$ cat config.mk
export PLATFORM = sky130hd
export DESIGN_NAME = spi_regbank
export DESIGN_NICKNAME = d
export VERILOG_FILES = /design/src/rtl/spi_regbank_pkg.sv /design/src/rtl/spi_frame_decode.sv /design/src/rtl/spi_regbank.sv
export SDC_FILE = /design/constraint.sdc
export NUM_CORES = 1
export LEC_CHECK = 0
export CORE_MARGIN = 2
export CORE_UTILIZATION = 45
export CTS_CLUSTER_SIZE = 20
export DETAILED_ROUTE_END_ITERATION = 8
export PLACE_DENSITY = 0.69
export SLEW_MARGIN = 30
export SYNTH_ARGS = -nofsm -noshare
export SYNTH_HDL_FRONTEND = slang
export SYNTH_SLANG_ARGS = --single-unit
$ cat constraint.sdc
create_clock -name clk -period 3.5 [get_ports clk]
set_clock_uncertainty 0.15 [all_clocks]
set_input_delay 0.35 -clock clk [delete_from_list [all_inputs] [get_ports clk]]
set_output_delay 0.35 -clock clk [all_outputs]
set_load 0.01 [all_outputs]
$ cat src/rtl/spi_regbank_pkg.sv
// Shared types for the SPI register bank: frame field positions, register
// address map, FSM states and the error response words.
package spi_regbank_pkg;

  typedef enum logic [2:0] {
    ADDR_CTRL    = 3'd0,
    ADDR_FREQ    = 3'd1,
    ADDR_DUTY_H  = 3'd2,
    ADDR_DUTY_L  = 3'd3,
    ADDR_MON_H   = 3'd4,
    ADDR_MON_L   = 3'd5,
    ADDR_STATUS  = 3'd6,
    ADDR_ERR_CNT = 3'd7
  } addr_e;

  typedef enum logic [1:0] {
    ST_IDLE   = 2'd0,
    ST_DECODE = 2'd1,
    ST_EXEC   = 2'd2
  } state_e;

  localparam int FRM_RW_BIT   = 15;
  localparam int FRM_ADDR_MSB = 14;
  localparam int FRM_ADDR_LSB = 12;
  localparam int FRM_PAR_BIT  = 11;
  localparam int FRM_RSVD_BIT = 10;
  localparam int FRM_DATA_MSB = 9;

  localparam logic [15:0] TX_ERR_RO     = 16'hFFFF;
  localparam logic [15:0] TX_ERR_PARITY = 16'hFFFE;

  // Read response: bit15 clear, address echoed, two zero bits, 10-bit value.
  function automatic logic [15:0] read_word(input addr_e a, input logic [9:0] v);
    return {1'b0, a, 2'b00, v};
  endfunction

endpackage

$ cat src/rtl/spi_frame_decode.sv
// Combinational split of a 16-bit SPI frame into fields, plus the optional
// parity check enabled by REGBANK_PARITY_EN.
module spi_frame_decode
  import spi_regbank_pkg::*;
(
  input  logic [15:0] frame_i,
  output logic        is_write_o,
  output addr_e       addr_o,
  output logic [9:0]  data_o,
  output logic        parity_bad_o
);

  logic unused_rsvd;

  assign is_write_o  = frame_i[FRM_RW_BIT];
  assign addr_o      = addr_e'(frame_i[FRM_ADDR_MSB:FRM_ADDR_LSB]);
  assign data_o      = frame_i[FRM_DATA_MSB:0];
  assign unused_rsvd = frame_i[FRM_RSVD_BIT];

`ifdef REGBANK_PARITY_EN
  // Frames must carry an odd number of ones; an even count is rejected.
  assign parity_bad_o = ~(^frame_i);
`else
  logic unused_par;
  assign unused_par   = frame_i[FRM_PAR_BIT];
  assign parity_bad_o = 1'b0;
`endif

endmodule

$ cat src/rtl/spi_regbank.sv
// SPI-facing register bank with shadow/active setpoints committed at PWM
// period start. Optional frame parity checking under REGBANK_PARITY_EN.
module spi_regbank
  import spi_regbank_pkg::*;
#(
  parameter int ERR_W = 8
) (
  input  logic        clk,
  input  logic        rst,
  input  logic        rx_valid,
  input  logic [15:0] rx_frame,
  input  logic        commit_strobe,
  input  logic [9:0]  mon_duty_high,
  input  logic [9:0]  mon_duty_low,
  output logic [15:0] tx_data,
  output logic        tx_load,
  output logic        en_pwm,
  output logic        mode_manual,
  output logic [9:0]  freq_switch,
  output logic [9:0]  man_duty_high,
  output logic [9:0]  man_duty_low,
  output logic        busy
);

  localparam logic [ERR_W-1:0] ERR_MAX = '1;

  function automatic logic [ERR_W-1:0] sat_add(input logic [ERR_W-1:0] base,
                                               input logic [1:0] inc);
    logic [ERR_W:0] sum;
    sum = {1'b0, base} + {{(ERR_W-1){1'b0}}, inc};
    return sum[ERR_W] ? ERR_MAX : sum[ERR_W-1:0];
  endfunction

  state_e           state_q, state_d;
  logic [15:0]      frame_q;
  logic             sh_en_q, sh_en_d, sh_mode_q, sh_mode_d;
  logic [9:0]       sh_freq_q, sh_freq_d, sh_dh_q, sh_dh_d, sh_dl_q, sh_dl_d;
  logic             en_q, en_d, mode_q, mode_d;
  logic [9:0]       freq_q, freq_d, dh_q, dh_d, dl_q, dl_d;
  logic             pending_q, pending_d, overrun_q, overrun_d, par_err_q, par_err_d;
  logic [ERR_W-1:0] err_q, err_d;
  logic [15:0]      tx_data_q, tx_data_d;
  logic             tx_load_q, tx_load_d;

  logic       dec_write, dec_par_bad;
  addr_e      dec_addr;
  logic [9:0] dec_data, rd_val;
  logic       accept, overrun_evt, par_evt, wr_exec, ro_err, wr_shadow;
  logic       err_clr, safety_off, rd_status;
  logic [1:0] err_events;

  spi_frame_decode u_dec (
    .frame_i      (frame_q),
    .is_write_o   (dec_write),
    .addr_o       (dec_addr),
    .data_o       (dec_data),
    .parity_bad_o (dec_par_bad)
  );

  assign accept      = rx_valid && (state_q == ST_IDLE);
  assign overrun_evt = rx_valid && (state_q != ST_IDLE);
  assign par_evt     = (state_q == ST_DECODE) && dec_par_bad;
  assign wr_exec     = (state_q == ST_EXEC) && dec_write;
  assign ro_err      = wr_exec && (dec_addr inside {ADDR_MON_H, ADDR_MON_L, ADDR_STATUS});
  assign wr_shadow   = wr_exec && (dec_addr inside {ADDR_CTRL, ADDR_FREQ, ADDR_DUTY_H, ADDR_DUTY_L});
  assign err_clr     = wr_exec && (dec_addr == ADDR_ERR_CNT);
  // Disabling the PWM bypasses the commit point and acts in the EXEC cycle itself.
  assign safety_off  = wr_exec && (dec_addr == ADDR_CTRL) && !dec_data[0];
  assign rd_status   = (state_q == ST_EXEC) && !dec_write && (dec_addr == ADDR_STATUS);
  assign err_events  = {1'b0, overrun_evt} + {1'b0, ro_err} + {1'b0, par_evt};

  always_comb begin
    rd_val = '0;
    case (dec_addr)
      ADDR_CTRL:    rd_val = {8'b0, sh_mode_q, sh_en_q};
      ADDR_FREQ:    rd_val = sh_freq_q;
      ADDR_DUTY_H:  rd_val = sh_dh_q;
      ADDR_DUTY_L:  rd_val = sh_dl_q;
      ADDR_MON_H:   rd_val = mon_duty_high;
      ADDR_MON_L:   rd_val = mon_duty_low;
      ADDR_STATUS:  rd_val = {7'b0, pending_q, overrun_q | overrun_evt, par_err_q};
      ADDR_ERR_CNT: rd_val = 10'(err_q);
      default:      rd_val = '0;
    endcase
  end

  always_comb begin
    state_d   = state_q;
    sh_en_d   = sh_en_q;   sh_mode_d = sh_mode_q;
    sh_freq_d = sh_freq_q; sh_dh_d   = sh_dh_q;   sh_dl_d = sh_dl_q;
    en_d      = en_q;      mode_d    = mode_q;
    freq_d    = freq_q;    dh_d      = dh_q;      dl_d    = dl_q;
    pending_d = pending_q;
    overrun_d = overrun_q;
    par_err_d = par_err_q;
    err_d     = sat_add(err_clr ? '0 : err_q, err_events);
    tx_data_d = tx_data_q;
    tx_load_d = 1'b0;

    case (state_q)
      ST_IDLE:   if (rx_valid) state_d = ST_DECODE;
      ST_DECODE: begin
        tx_load_d = 1'b1;
        if (dec_par_bad) begin
          state_d   = ST_IDLE;
          tx_data_d = TX_ERR_PARITY;
        end else begin
          state_d = ST_EXEC;
          if (!dec_write)   tx_data_d = read_word(dec_addr, rd_val);
          else if (ro_err || (dec_addr inside {ADDR_MON_H, ADDR_MON_L, ADDR_STATUS}))
                            tx_data_d = TX_ERR_RO;
          else              tx_data_d = frame_q;
        end
      end
      ST_EXEC:   state_d = ST_IDLE;
      default:   state_d = ST_IDLE;
    endcase

    // Commit uses the shadow as it stood before any same-cycle write.
    if (commit_strobe && pending_q) begin
      en_d      = sh_en_q;   mode_d = sh_mode_q;
      freq_d    = sh_freq_q; dh_d   = sh_dh_q;   dl_d = sh_dl_q;
      pending_d = 1'b0;
    end
    if (wr_shadow) begin
      pending_d = 1'b1;
      case (dec_addr)
        ADDR_CTRL:   begin sh_en_d = dec_data[0]; sh_mode_d = dec_data[1]; end
        ADDR_FREQ:   sh_freq_d = dec_data;
        ADDR_DUTY_H: sh_dh_d   = dec_data;
        default:     sh_dl_d   = dec_data;
      endcase
    end
    if (safety_off) en_d = 1'b0;

    if (rd_status) begin
      overrun_d = 1'b0;
      par_err_d = 1'b0;
    end
    if (overrun_evt) overrun_d = 1'b1;
    if (par_evt)     par_err_d = 1'b1;
  end

  always_ff @(posedge clk or negedge rst) begin
    if (!rst) begin
      state_q   <= ST_IDLE;
      sh_en_q   <= 1'b0; sh_mode_q <= 1'b0;
      sh_freq_q <= '0;   sh_dh_q   <= '0;   sh_dl_q <= '0;
      en_q      <= 1'b0; mode_q    <= 1'b0;
      freq_q    <= '0;   dh_q      <= '0;   dl_q    <= '0;
      pending_q <= 1'b0; overrun_q <= 1'b0; par_err_q <= 1'b0;
      err_q     <= '0;
      tx_data_q <= '0;   tx_load_q <= 1'b0;
    end else begin
      state_q   <= state_d;
      sh_en_q   <= sh_en_d;   sh_mode_q <= sh_mode_d;
      sh_freq_q <= sh_freq_d; sh_dh_q   <= sh_dh_d;   sh_dl_q <= sh_dl_d;
      en_q      <= en_d;      mode_q    <= mode_d;
      freq_q    <= freq_d;    dh_q      <= dh_d;      dl_q    <= dl_d;
      pending_q <= pending_d; overrun_q <= overrun_d; par_err_q <= par_err_d;
      err_q     <= err_d;
      tx_data_q <= tx_data_d; tx_load_q <= tx_load_d;
    end
  end

  always_ff @(posedge clk) begin
    if (accept) frame_q <= rx_frame;
  end

  assign tx_data       = tx_data_q;
  assign tx_load       = tx_load_q;
  assign en_pwm        = en_q && !safety_off;
  assign mode_manual   = mode_q;
  assign freq_switch   = freq_q;
  assign man_duty_high = dh_q;
  assign man_duty_low  = dl_q;
  assign busy          = (state_q != ST_IDLE);

endmodule

==> results by group, run 1 <==
Outcome
  – Outcome: finished clean

Clock tree
  – H-tree depth: 3
  – # Post-CTS Setup Buffers: 0
  – CTS Root Cell: clkbuf_8
  – CTS Buffer Depth: 2
  – Post-CTS sizing: 0
  – CTS Buf Count: 9
  – Reg clk slew, reported paths: approximately 100 ps
  – CTS tree: yes
  – Sink Count: between 100 and 150
  – Skew-Pair Late Insertion Delay: approximately 360 ps

Timing
  – Final number of hold-violating endpoints: 0
  – Slew @ Worst Pin: roughly 650 ps
  – Maximum clock rate: 360 MHz
  – Setup ws final: approximately 730 ps
  – Max_slew headroom: 0.567
  – RSZ-0062 raised after global routing: no
  – Final setup violation count: 0
  – Crit share post-route: 0.793
  – Setup_tns: 0 ps
  – Min Tclk post-route: roughly 2800 ps
  – Slew Viols, Final: 0

Critical path
  – Worst stage delay on the critical path: ~530 ps
  – WP data arrival: 2270 ps
  – Endpoint class of the critical path: primary output
  – Required @ worst endpoint: approximately 3000 ps
  – FF-to-FF End: err_q[6]
  – Top Family by Delay on Critical Path: buffers and inverters
  – Critical-path cell list: buf_4 -> and4bb_2 -> nand2_1 -> nor2_1 -> nor2b_1 -> clkdlybuf4s50_1
  – Worst-path fanout max: 34
  – CP Class: flop to primary output
  – Worst r2r src: frame_q[13]
  – Slowest-stage cell, CP: clkdlybuf4s50_1
  – Critical path buffers and inverters: 2
  – Reg2reg path depth: 8
  – Register-to-register setup slack: roughly 820 ps
  – Startpoint types: flop

Floorplanning
  – Starting Density: 0.464
  – Die Wd: ~110 um
  – Total die area: 11,500 um^2
  – Number of I/O pins: 90
  – Core area: between 10,000 and 15,000 um^2
  – Die Y-Extent: approximately 110 um
  – Cell row count: 37

Pwr
  – Max IR drop VDD: about 0.26 mV
  – Leakage power: 2.66 nW
  – Sw Share: 0.282
  – NetSw: 1.09 mW
  – Gate power share: 0.285
  – Power density cells: ~630 nW/um^2
  – Tot Pwr: 3.85 mW
  – Clock power frac: 0.230
  – P_int: between 2 and 3 mW
  – Sequential share of power: 0.485

Min path
  – Hold Startpoint: tx_data[15]
  – Hold endpoint: tx_data[15]
  – Hold Path Stages: 2
  – Worst hold path type: flop to flop

Yosys
  – #FFs+latches synth: 109
  – Synth unique cells: 48
  – Synth Cell Area: 4790 um^2
  – Mean Syn Cell Area: 13.1 um^2
  – Top FF cell, synth: dfrtp_1
  – Mapped Cells: approximately 370
  – Post-Syn Nets: around 410
  – Seq/Total Area, Yosys: 0.586
  – EDFF count, synth: 16
  – Synth top area cells: dfrtp_1, mux2_2, edfxtp_1, nand2_1, o21ai_0
  – Cell taking the most area after synthesis: dfrtp_1
  – Async set-or-reset flop fraction in the synthesized netlist: 0.853
  – Synth Warn #: 0
  – Yosys top cell area share: 0.485

Placement
  – Placed Instance Area: between 5000 and 6000 um^2
  – Cells after DPL: 581
  – DP Wirelength: about 8000 um
  – Routability Congestion: roughly 0.86
  – Port bufs: between 80 and 90
  – Setup Slack @ Placement: between 700 and 800 ps

Layout
  – Antenna fix cells: 0
  – Final Instance Area: roughly 6000 um^2
  – Final nets: 498
  – Commonest non-fill, non-tap cells in the layout: dfrtp_1, clkdlybuf4s50_1, mux2_2, nand2_1, o21ai_0
  – Non-Filler Instances: 598
  – Commonest non-fill, non-tap cell in the layout: dfrtp_1
  – Fill count: 868
  – Share of layout cells above drive strength 1: 0.214
  – Area growth from synthesis to layout: 26.6%

Global route
  – Initial antenna violation count: 0
  – Largest net degree at the start of global routing: 48
  – GRT Util Overall: 0.210
  – First-pass GRT wire length: 18,200 um
  – Number of global-route vias before repair: approximately 3,400
  – Total gr overflow: 0

Drt
  – DR WL/cell: 18.8 um
  – Final ANT Viol Nets: 0
  – Drt first pass iters: 5
  – Iter 0 DRT Violations: about 180
  – Remaining DRCs: 0
  – Vias after detailed routing: about 3,200
  – Routed wire length: 11,200 um
  – Via density: roughly 5.4

Flow run
  – Max-cap violations: 0
[worst register-to-register path: stages, from the launching register on]
cell and delay, ps:
edfxtp_1 610, a21boi_0 240, buf_4 220, nand2_1 90, fa_1 420, and3b_1 300
and3_1 280, and4b_1 220, nor3_1 40
[layout make-up]
cell class,count,area (um^2),share of cell area
inverters,6,22.5,0.00371
repair buffers,100,973,0.160
clock buffers,11,163,0.0268
flip-flops and latches,109,2810,0.462
multi-input cells,231,1860,0.306
well taps,136,170,0.0280
clock inverters,5,78.8,0.0130
[sequential cells by signal, indices dropped and copies added (netlist names), 2 cells and up]
signal and cells:
sh_dh_q 10, frame_q 16, err_q 8, freq_switch 10, state_q 2, tx_data 16
man_duty_low 10, sh_freq_q 10, sh_dl_q 10, man_duty_high 10
[metrics by stage]
stage / util / hold WS (ps)
floorplan: - / -95.6
global placement: 0.564 / 235
detailed placement: 0.564 / 248
CTS: 0.588 / 349
global route: 0.588 / 367
finish: 0.588 / 343
[worst max-delay path by stage]
stage                startpoint        to  slack [ps]  cells after the start
floorplan           frame_q[13]  err_q[6]         860                     10
global route        frame_q[14]    en_pwm         590                      6
CTS                 frame_q[14]    en_pwm         700                      6
finish              frame_q[14]    en_pwm         730                      6
global placement       rx_valid  err_q[6]         800                      7
detailed placement     rx_valid  err_q[6]         760                      7
[metal layers]
metal / up-vias / global-route usage / wire, um / part of all wire
li1: 1526 / - / - / -
met3: 11 / 0.0267 / 357 / 0.032
met4: 0 / 0.0798 / 141 / 0.013
met5: - / 0 / 0 / 0
met1: 1625 / 0.307 / 5320 / 0.47
met2: 77 / 0.321 / 5410 / 0.48
[synthesized netlist by cell type (5+ instances only)]
cell type	count
buf_2	8
o21ai_0	23
nor2b_1	7
dfrtp_1	93
a221o_1	7
mux2_2	65
a21oi_1	7
a22oi_1	5
nand2_1	31
nand3_1	7
inv_1	5
mux2i_1	5
clkbuf_1	5
edfxtp_1	16
nor2_1	18
[what timing repair did]
item / 4_1_cts / 5_1_grt
hold buffers: 1 / 0
endpoints found under the hold margin: 45 / 0
setup endpoints to repair: 0 / 0
[power groups by stage]
| stage | Combinational, mW | Sequential [mW] | Clock, mW |
|---|---|---|---|
| after floorplan | 0.485 | 1.90 | 0 |
| after global placement | 1.09 | 1.88 | 0 |
| after detailed placement | 1.11 | 1.90 | 0 |
| after CTS | 1.11 | 1.87 | 0.916 |
| after global routing | 1.19 | 1.92 | 0.955 |
| final | 1.10 | 1.87 | 0.884 |
[cell families after synthesis]
logic type                 after synthesis  share of synthesized area
AOI/OAI and AO/OA                       66                     0.0929
xor gates and xnor gates                 2                    0.00365
adders and majority gates                1                    0.00418
buffers and inverters                   26                     0.0271
DFF                                    109                      0.586
muxes                                   76                      0.194
and+or+nand+nor                         86                     0.0921
No activity file was read; power rests on OpenSTA's default activity.
==> run 2: changes to the inputs <==
--- a/config.mk
+++ b/config.mk
@@ -9,7 +9,7 @@
 export CORE_UTILIZATION = 45
 export CTS_CLUSTER_SIZE = 20
 export DETAILED_ROUTE_END_ITERATION = 8
-export PLACE_DENSITY = 0.69
+export PLACE_DENSITY = 0.72
 export SLEW_MARGIN = 30
 export SYNTH_ARGS = -nofsm -noshare
 export SYNTH_HDL_FRONTEND = slang
==> constraint.sdc (replaced) <==
create_clock -name clk -period 2.4 [get_ports clk]
set_clock_uncertainty 0.15 [all_clocks]
set_input_delay 0.24 -clock clk [delete_from_list [all_inputs] [get_ports clk]]
set_output_delay 0.24 -clock clk [all_outputs]
set_load 0.01 [all_outputs]
==> run 2 against run 1 <==
  * Register-to-register slack got worse by 690 ps
  * Power rose by 42%
  * Hold slack got worse by 190 ps
  * Sequential share of layout area fell by 0.45 points
  * Final cell count rose by 1.5%
  * Clock power rose by 23%
  * Sequential cell count did not move
  * First-iteration DRC count fell by 13%
  * Via count rose by 2.7%
  * Largest power group unchanged
  * Core utilization rose by 0.63 points
  * Cell area rose by 1.1%
  * Sequential power rose by 45%
==> results by group, run 2 (synthesis results as in run 1) <==
Layout
  – Antenna fix cells: 0 (unchanged)
  – Share of layout cells above drive strength 1: 0.240 (+0.0256)
  – Commonest non-fill, non-tap cells in the layout: dfrtp_1, clkdlybuf4s50_1, mux2_2, nand2_1, o21ai_0
  – Final Instance Area: 6140 um^2 (+1.1%)
  – Commonest non-fill, non-tap cell in the layout: dfrtp_1
  – Final nets: 507 (+1.8%)
  – Non-Filler Instances: 607 (+1.5%)
  – Fin util: 0.594 (+0.00630)
  – Area growth from synthesis to layout: 28.0%

Timing
  – Final number of hold-violating endpoints: 0 (unchanged)
  – Setup_tns: 0 ps (unchanged)
  – Maximum clock rate: 441 MHz
  – Min Tclk post-route: 2270 ps
  – Final setup violation count: 0 (unchanged)
  – Max_slew headroom: 0.642 (+0.0751)
  – Crit share post-route: 0.945
  – Slew @ Worst Pin: 535 ps (-112 ps)
  – Hold WS: 157 ps (-185 ps)
  – Slew Viols, Final: 0 (unchanged)
  – Setup ws final: 132 ps (-593 ps)
  – RSZ-0062 raised after global routing: no

Critical path
  – Critical path buffers and inverters: 0 (-2)
  – Worst-path fanout max: 5 (-85%)
  – Top Family by Delay on Critical Path: simple AND/OR/NAND/NOR gates
  – Required @ worst endpoint: 2490 ps (-510 ps)
  – Slowest-stage cell, CP: edfxtp_1
  – Reg2reg path depth: 8 (unchanged)
  – Register-to-register setup slack: 130 ps (-690 ps)
  – Critical-path cell list: and3_1 -> nand2_1 -> nand2_1 -> fa_2 -> and3b_2 -> and3_2 -> and4b_1 -> nor3_1
  – Most common cell on crit path: nand2_1
  – Worst r2r src: frame_q[12]
  – CP Class: flop to flop
  – Endpoint class of the critical path: flop
  – WP data arrival: 2360 ps (+90 ps)
  – Worst stage delay on the critical path: 450 ps (-80 ps)
  – Startpoint types: flop
  – FF-to-FF End: err_q[6]

Floorplanning
  – Total die area: 11,500 um^2 (unchanged)
  – Number of I/O pins: 90 (unchanged)
  – Core area: 10,300 um^2 (unchanged)
  – Die Wd: 107 um (unchanged)
  – Starting Density: 0.464 (unchanged)
  – Die Y-Extent: 107 um (unchanged)
  – Cell row count: 37 (unchanged)

Placement
  – Port bufs: 89 (unchanged)
  – DP Wirelength: 7970 um (-0.60%)
  – Cells after DPL: 588 (+1.2%)
  – Routability Congestion: 0.875 (+1.3%)
  – Setup Slack @ Placement: -33.7 ps (-799 ps)
  – Placed Instance Area: 5920 um^2 (+1.7%)

Clock tree
  – CTS Buffer Depth: 2 (unchanged)
  – Sink Count: 109 (unchanged)
  – CTS tree: yes
  – CTS Root Cell: clkbuf_8
  – Skew-Pair Late Insertion Delay: 360 ps (about the same)
  – CTS Buf Count: 9 (unchanged)
  – Reg clk slew, reported paths: 100 ps (about the same)
  – H-tree depth: 3 (unchanged)

Pwr
  – Tot Pwr: 5.45 mW (+42%)
  – Power density cells: 889 nW/um^2 (+40%)
  – P_int: 3.86 mW (+40%)
  – Max IR drop VDD: 0.366 mV (+39%)
  – Sequential share of power: 0.499 (+0.014)
  – Gate power share: 0.300 (+0.015)
  – Clock power frac: 0.200 (-0.030)
  – Sw Share: 0.293 (+0.0107)
  – NetSw: 1.60 mW (+47%)
  – Leakage power: 2.70 nW (+1.3%)

Drt
  – Iter 0 DRT Violations: 158 (-13%)
  – Drt first pass iters: 4 (-1)
  – Final ANT Viol Nets: 0 (unchanged)
  – Routed wire length: 11,200 um (about the same)
  – DR WL/cell: 18.5 um (-1.5%)
  – Remaining DRCs: 0 (unchanged)
  – Vias after detailed routing: 3,325 (+2.7%)
  – Via density: 5.48 (+1.1%)

Global route
  – Initial antenna violation count: 0 (unchanged)
  – Number of global-route vias before repair: 3,383 (+0.59%)
  – Total gr overflow: 0 (unchanged)
  – First-pass GRT wire length: 17,800 um (-2.6%)
  – Largest net degree at the start of global routing: 71 (+48%)
  – GRT Util Overall: 0.204 (-0.00575)

Flow run
  – Max-cap violations: 0 (unchanged)

Outcome
  – Outcome: finished clean

Min path
  – Worst hold path type: input port to asynchronous set/reset pin
-- run 2: cell count changes in the layout (fill, tap and decap cells not counted), moves of 2 or more --
cell	delta
buf_12	+3
dfrtp_2	+2
buf_4	+6
dfrtp_1	-2
-- run 2: worst max path at each step --
| stage | slack, ps | depth (start not counted) | start | to |
|---|---|---|---|---|
| after global routing | 6 | 7 | state_q[0] | err_q[7] |
| after floorplan | 30 | 11 | frame_q[13] | err_q[6] |
| after detailed placement | -30 | 7 | rx_valid | err_q[6] |
| final | 130 | 8 | frame_q[12] | err_q[6] |
| after CTS | 110 | 6 | frame_q[13] | en_pwm |
| after global placement | -20 | 7 | rx_valid | err_q[6] |
-- run 2: power groups by stage --
stage	clock, mW	combinational [mW]	sequential (mW)
6_report	1.09	1.64	2.72
2_1_floorplan	0	0.711	2.78
4_1_cts	1.12	1.65	2.72
3_3_place_gp	0	1.61	2.74
3_5_place_dp	0	1.65	2.76
5_1_grt	1.20	1.77	2.79
-- run 2: final cells by class --
class / count / area [um^2]
Multi-Input combinational cell: 231 / 1870
Clock inverter: 6 / 61.3
Clock buffer: 10 / 128
Inverter: 6 / 22.5
Fill cell: 834 / 4190
Timing Repair Buffer: 109 / 1080
Sequential cell: 109 / 2810
Tap cell: 136 / 170
-- run 2: repair_timing --
item	in CTS	in global routing
setup endpoints to repair	1	3
buffers inserted	0	2
hold endpoints to repair	23	0
resized for setup	1	4
hold buffers	1	0
-- run 2: routing by layer --
layer / GRT usage / vias up / wire length [um]
li1: - / 1541 / -
met4: 0.0677 / 0 / 182
met1: 0.291 / 1670 / 5120
met5: 0 / - / 0
met3: 0.0334 / 12 / 549
met2: 0.320 / 102 / 5380
==> run 3: changes to the inputs <==
--- a/config.mk
+++ b/config.mk
@@ -5,7 +5,6 @@
 export SDC_FILE = /design/constraint.sdc
 export NUM_CORES = 1
 export LEC_CHECK = 0
-export CORE_MARGIN = 2
 export CORE_UTILIZATION = 45
 export CTS_CLUSTER_SIZE = 20
 export DETAILED_ROUTE_END_ITERATION = 8
==> run 3 against run 2 <==
  * Setup slack worse by 69 ps
  * Power is 2.3% lower
  * Hold slack better by 35 ps
  * Critical path type is now flop to primary output
  * Critical endpoint is now en_pwm
==> results by group, run 3 (synthesis results as in run 1) <==
Outcome
  – Outcome: finished clean

Critical path
  – Required @ worst endpoint: 2010 ps (-480 ps)
  – FF-to-FF End: err_q[6]
  – Worst-path fanout max: 20 (+15)
  – Startpoint types: flop
  – Register-to-register setup slack: 140 ps (about the same)
  – CP Launch Point: frame_q[14]
  – WP data arrival: 1950 ps (-410 ps)
  – Endpoint class of the critical path: primary output
  – Reg2reg path depth: 8 (unchanged)
  – Worst r2r src: frame_q[12]
  – Crit path to: en_pwm
  – CP Class: flop to primary output

Layout
  – Area growth from synthesis to layout: 27.6%
  – Non-Filler Instances: 607 (unchanged)
  – Final Instance Area: 6120 um^2 (-0.33%)
  – Fill count: 868 (+4.1%)
  – Final nets: 508 (+0.20%)
  – Commonest non-fill, non-tap cells in the layout: dfrtp_1, clkdlybuf4s50_1, mux2_2, nand2_1, o21ai_0
  – Antenna fix cells: 0 (unchanged)
  – Commonest non-fill, non-tap cell in the layout: dfrtp_1
  – Share of layout cells above drive strength 1: 0.234 (-0.00637)

Timing
  – Slew @ Worst Pin: 531 ps (-4.52 ps)
  – Crit share post-route: 0.974 (+0.0287)
  – Slew Viols, Final: 0 (unchanged)
  – Final number of hold-violating endpoints: 0 (unchanged)
  – Maximum clock rate: 428 MHz (-3.0%)
  – Max_slew headroom: 0.644 (+0.00195)
  – Final setup violation count: 0 (unchanged)
  – Min Tclk post-route: 2340 ps (+68.9 ps)
  – Setup ws final: 63.3 ps (-68.9 ps)

Pwr
  – Max IR drop VDD: 0.339 mV (-7.6%)
  – NetSw: 1.58 mW (-0.95%)
  – Power density cells: 871 nW/um^2 (-2.0%)
  – Gate power share: 0.306 (+0.006)
  – Sequential share of power: 0.512 (+0.013)
  – Sw Share: 0.297 (+0.00398)
  – P_int: 3.75 mW (-2.8%)
  – Clock power frac: 0.182 (-0.018)
  – Leakage power: 2.69 nW (-0.32%)

Placement
  – Port bufs: 89 (unchanged)
  – Cells after DPL: 589 (+0.17%)
  – Placed Instance Area: 5930 um^2 (+0.13%)
  – DP Wirelength: 7940 um (-0.38%)
  – Setup Slack @ Placement: 10.0 ps (+43.7 ps)
  – Routability Congestion: 0.871 (-0.45%)

Global route
  – Total gr overflow: 0 (unchanged)
  – GRT Util Overall: 0.212 (+0.00743)
  – Largest net degree at the start of global routing: 45 (-37%)
  – Initial antenna violation count: 0 (unchanged)
  – Number of global-route vias before repair: 3,462 (+2.3%)
  – First-pass GRT wire length: 17,900 um (+0.78%)

Clock tree
  – CTS Buffer Depth: 2 (unchanged)
  – CTS tree: yes
  – CTS Buf Count: 9 (unchanged)
  – Reg clk slew, reported paths: 100 ps (about the same)
  – Sink Count: 109 (unchanged)
  – H-tree depth: 3 (unchanged)
  – Skew-Pair Late Insertion Delay: 370 ps (about the same)
  – CTS Root Cell: clkbuf_8

Floorplanning
  – Starting Density: 0.464 (unchanged)
  – Die Y-Extent: 105 um (-1.9%)
  – Number of I/O pins: 90 (unchanged)
  – Core area: 10,300 um^2 (unchanged)
  – Total die area: 11,100 um^2 (-3.7%)
  – Die Wd: 105 um (-1.9%)
  – Cell row count: 37 (unchanged)

Drt
  – Final ANT Viol Nets: 0 (unchanged)
  – Vias after detailed routing: 3,360 (+1.1%)
  – Routed wire length: 11,000 um (-2.2%)
  – Iter 0 DRT Violations: 126 (-20%)
  – Remaining DRCs: 0 (unchanged)
  – DR WL/cell: 18.1 um (-2.2%)
  – Drt first pass iters: 4 (unchanged)
  – Via density: 5.54 (+1.1%)

Min path
  – Worst hold path type: input port to asynchronous set/reset pin

Flow run
  – Max-cap violations: 0 (unchanged)
## run 3: cell count changes in the layout (fill, tap and decap cells not counted), sizes merged
| cell | delta |
|---|---|
| clkbuf | +2 |
| bufinv | -1 |
| buf | +1 |
| clkinv | -2 |
## run 3: per-layer routing
metal | GRT usage | share of wire | wire length [um] | vias up
met1 | 0.299 | 0.47 | 5130 | 1703
met5 | 0 | 0 | 0 | -
li1 | - | - | - | 1542
met3 | 0.0328 | 0.049 | 538 | 16
met2 | 0.332 | 0.46 | 5090 | 99
met4 | 0.0805 | 0.019 | 211 | 0
## run 3: final cells by class
cell class	instances	area (um^2)	share of cell area
flip-flops and latches	109	2810	0.459
clock inverters	3	21.3	0.00348
multi-input cells	231	1870	0.305
repair buffers	110	1090	0.179
clock buffers	12	135	0.0221
inverters	6	22.5	0.00368
well taps	136	170	0.0278
## run 3: power groups by stage
stage	Sequential (mW)	Clock, mW	Combinational (mW)
floorplan	2.78	0	0.711
global placement	2.74	0	1.61
detailed placement	2.76	0	1.64
CTS	2.73	0.993	1.65
global route	2.80	1.05	1.76
finish	2.73	0.971	1.63
## run 3: worst min path at each step
| stage | start | to | slack (ps) | depth (start not counted) |
|---|---|---|---|---|
| 2_1_floorplan | rst | en_q | -210 | 0 |
| 3_3_place_gp | rst | tx_data[10] | 50 | 1 |
| 3_5_place_dp | rst | tx_data[10] | 60 | 1 |
| 4_1_cts | rst | tx_data[10] | 200 | 2 |
| 5_1_grt | rst | tx_data[15] | 220 | 2 |
| 6_report | rst | tx_data[10] | 190 | 2 |
## run 3: stage by stage
stage                     TNS (ps)  utilization  power, mW  hold WS [ps]
after floorplan                  0            -       3.49          -206
after global placement           0        0.574       4.35          52.9
after detailed placement         0        0.574       4.41          59.3
after CTS                        0        0.591       5.37           201
after global routing         -12.7        0.593       5.61           221
final                            0        0.593       5.33           192
## run 3: critical path: stages (launching register included)
cell and delay, ps:
edfxtp_1 440, buf_6 190, and4bb_2 330, nand2_1 130, nor2_2 160, nor2b_1 60
dlygate4sd2_1 280
## run 3: timing repair
item | 4_1_cts | 5_1_grt
hold buffers | 1 | 0
setup buffers | 0 | 2
resized for setup | 4 | 2
pin swaps | 0 | 1
setup endpoints to repair | 1 | 2
endpoints found under the hold margin | 30 | 0
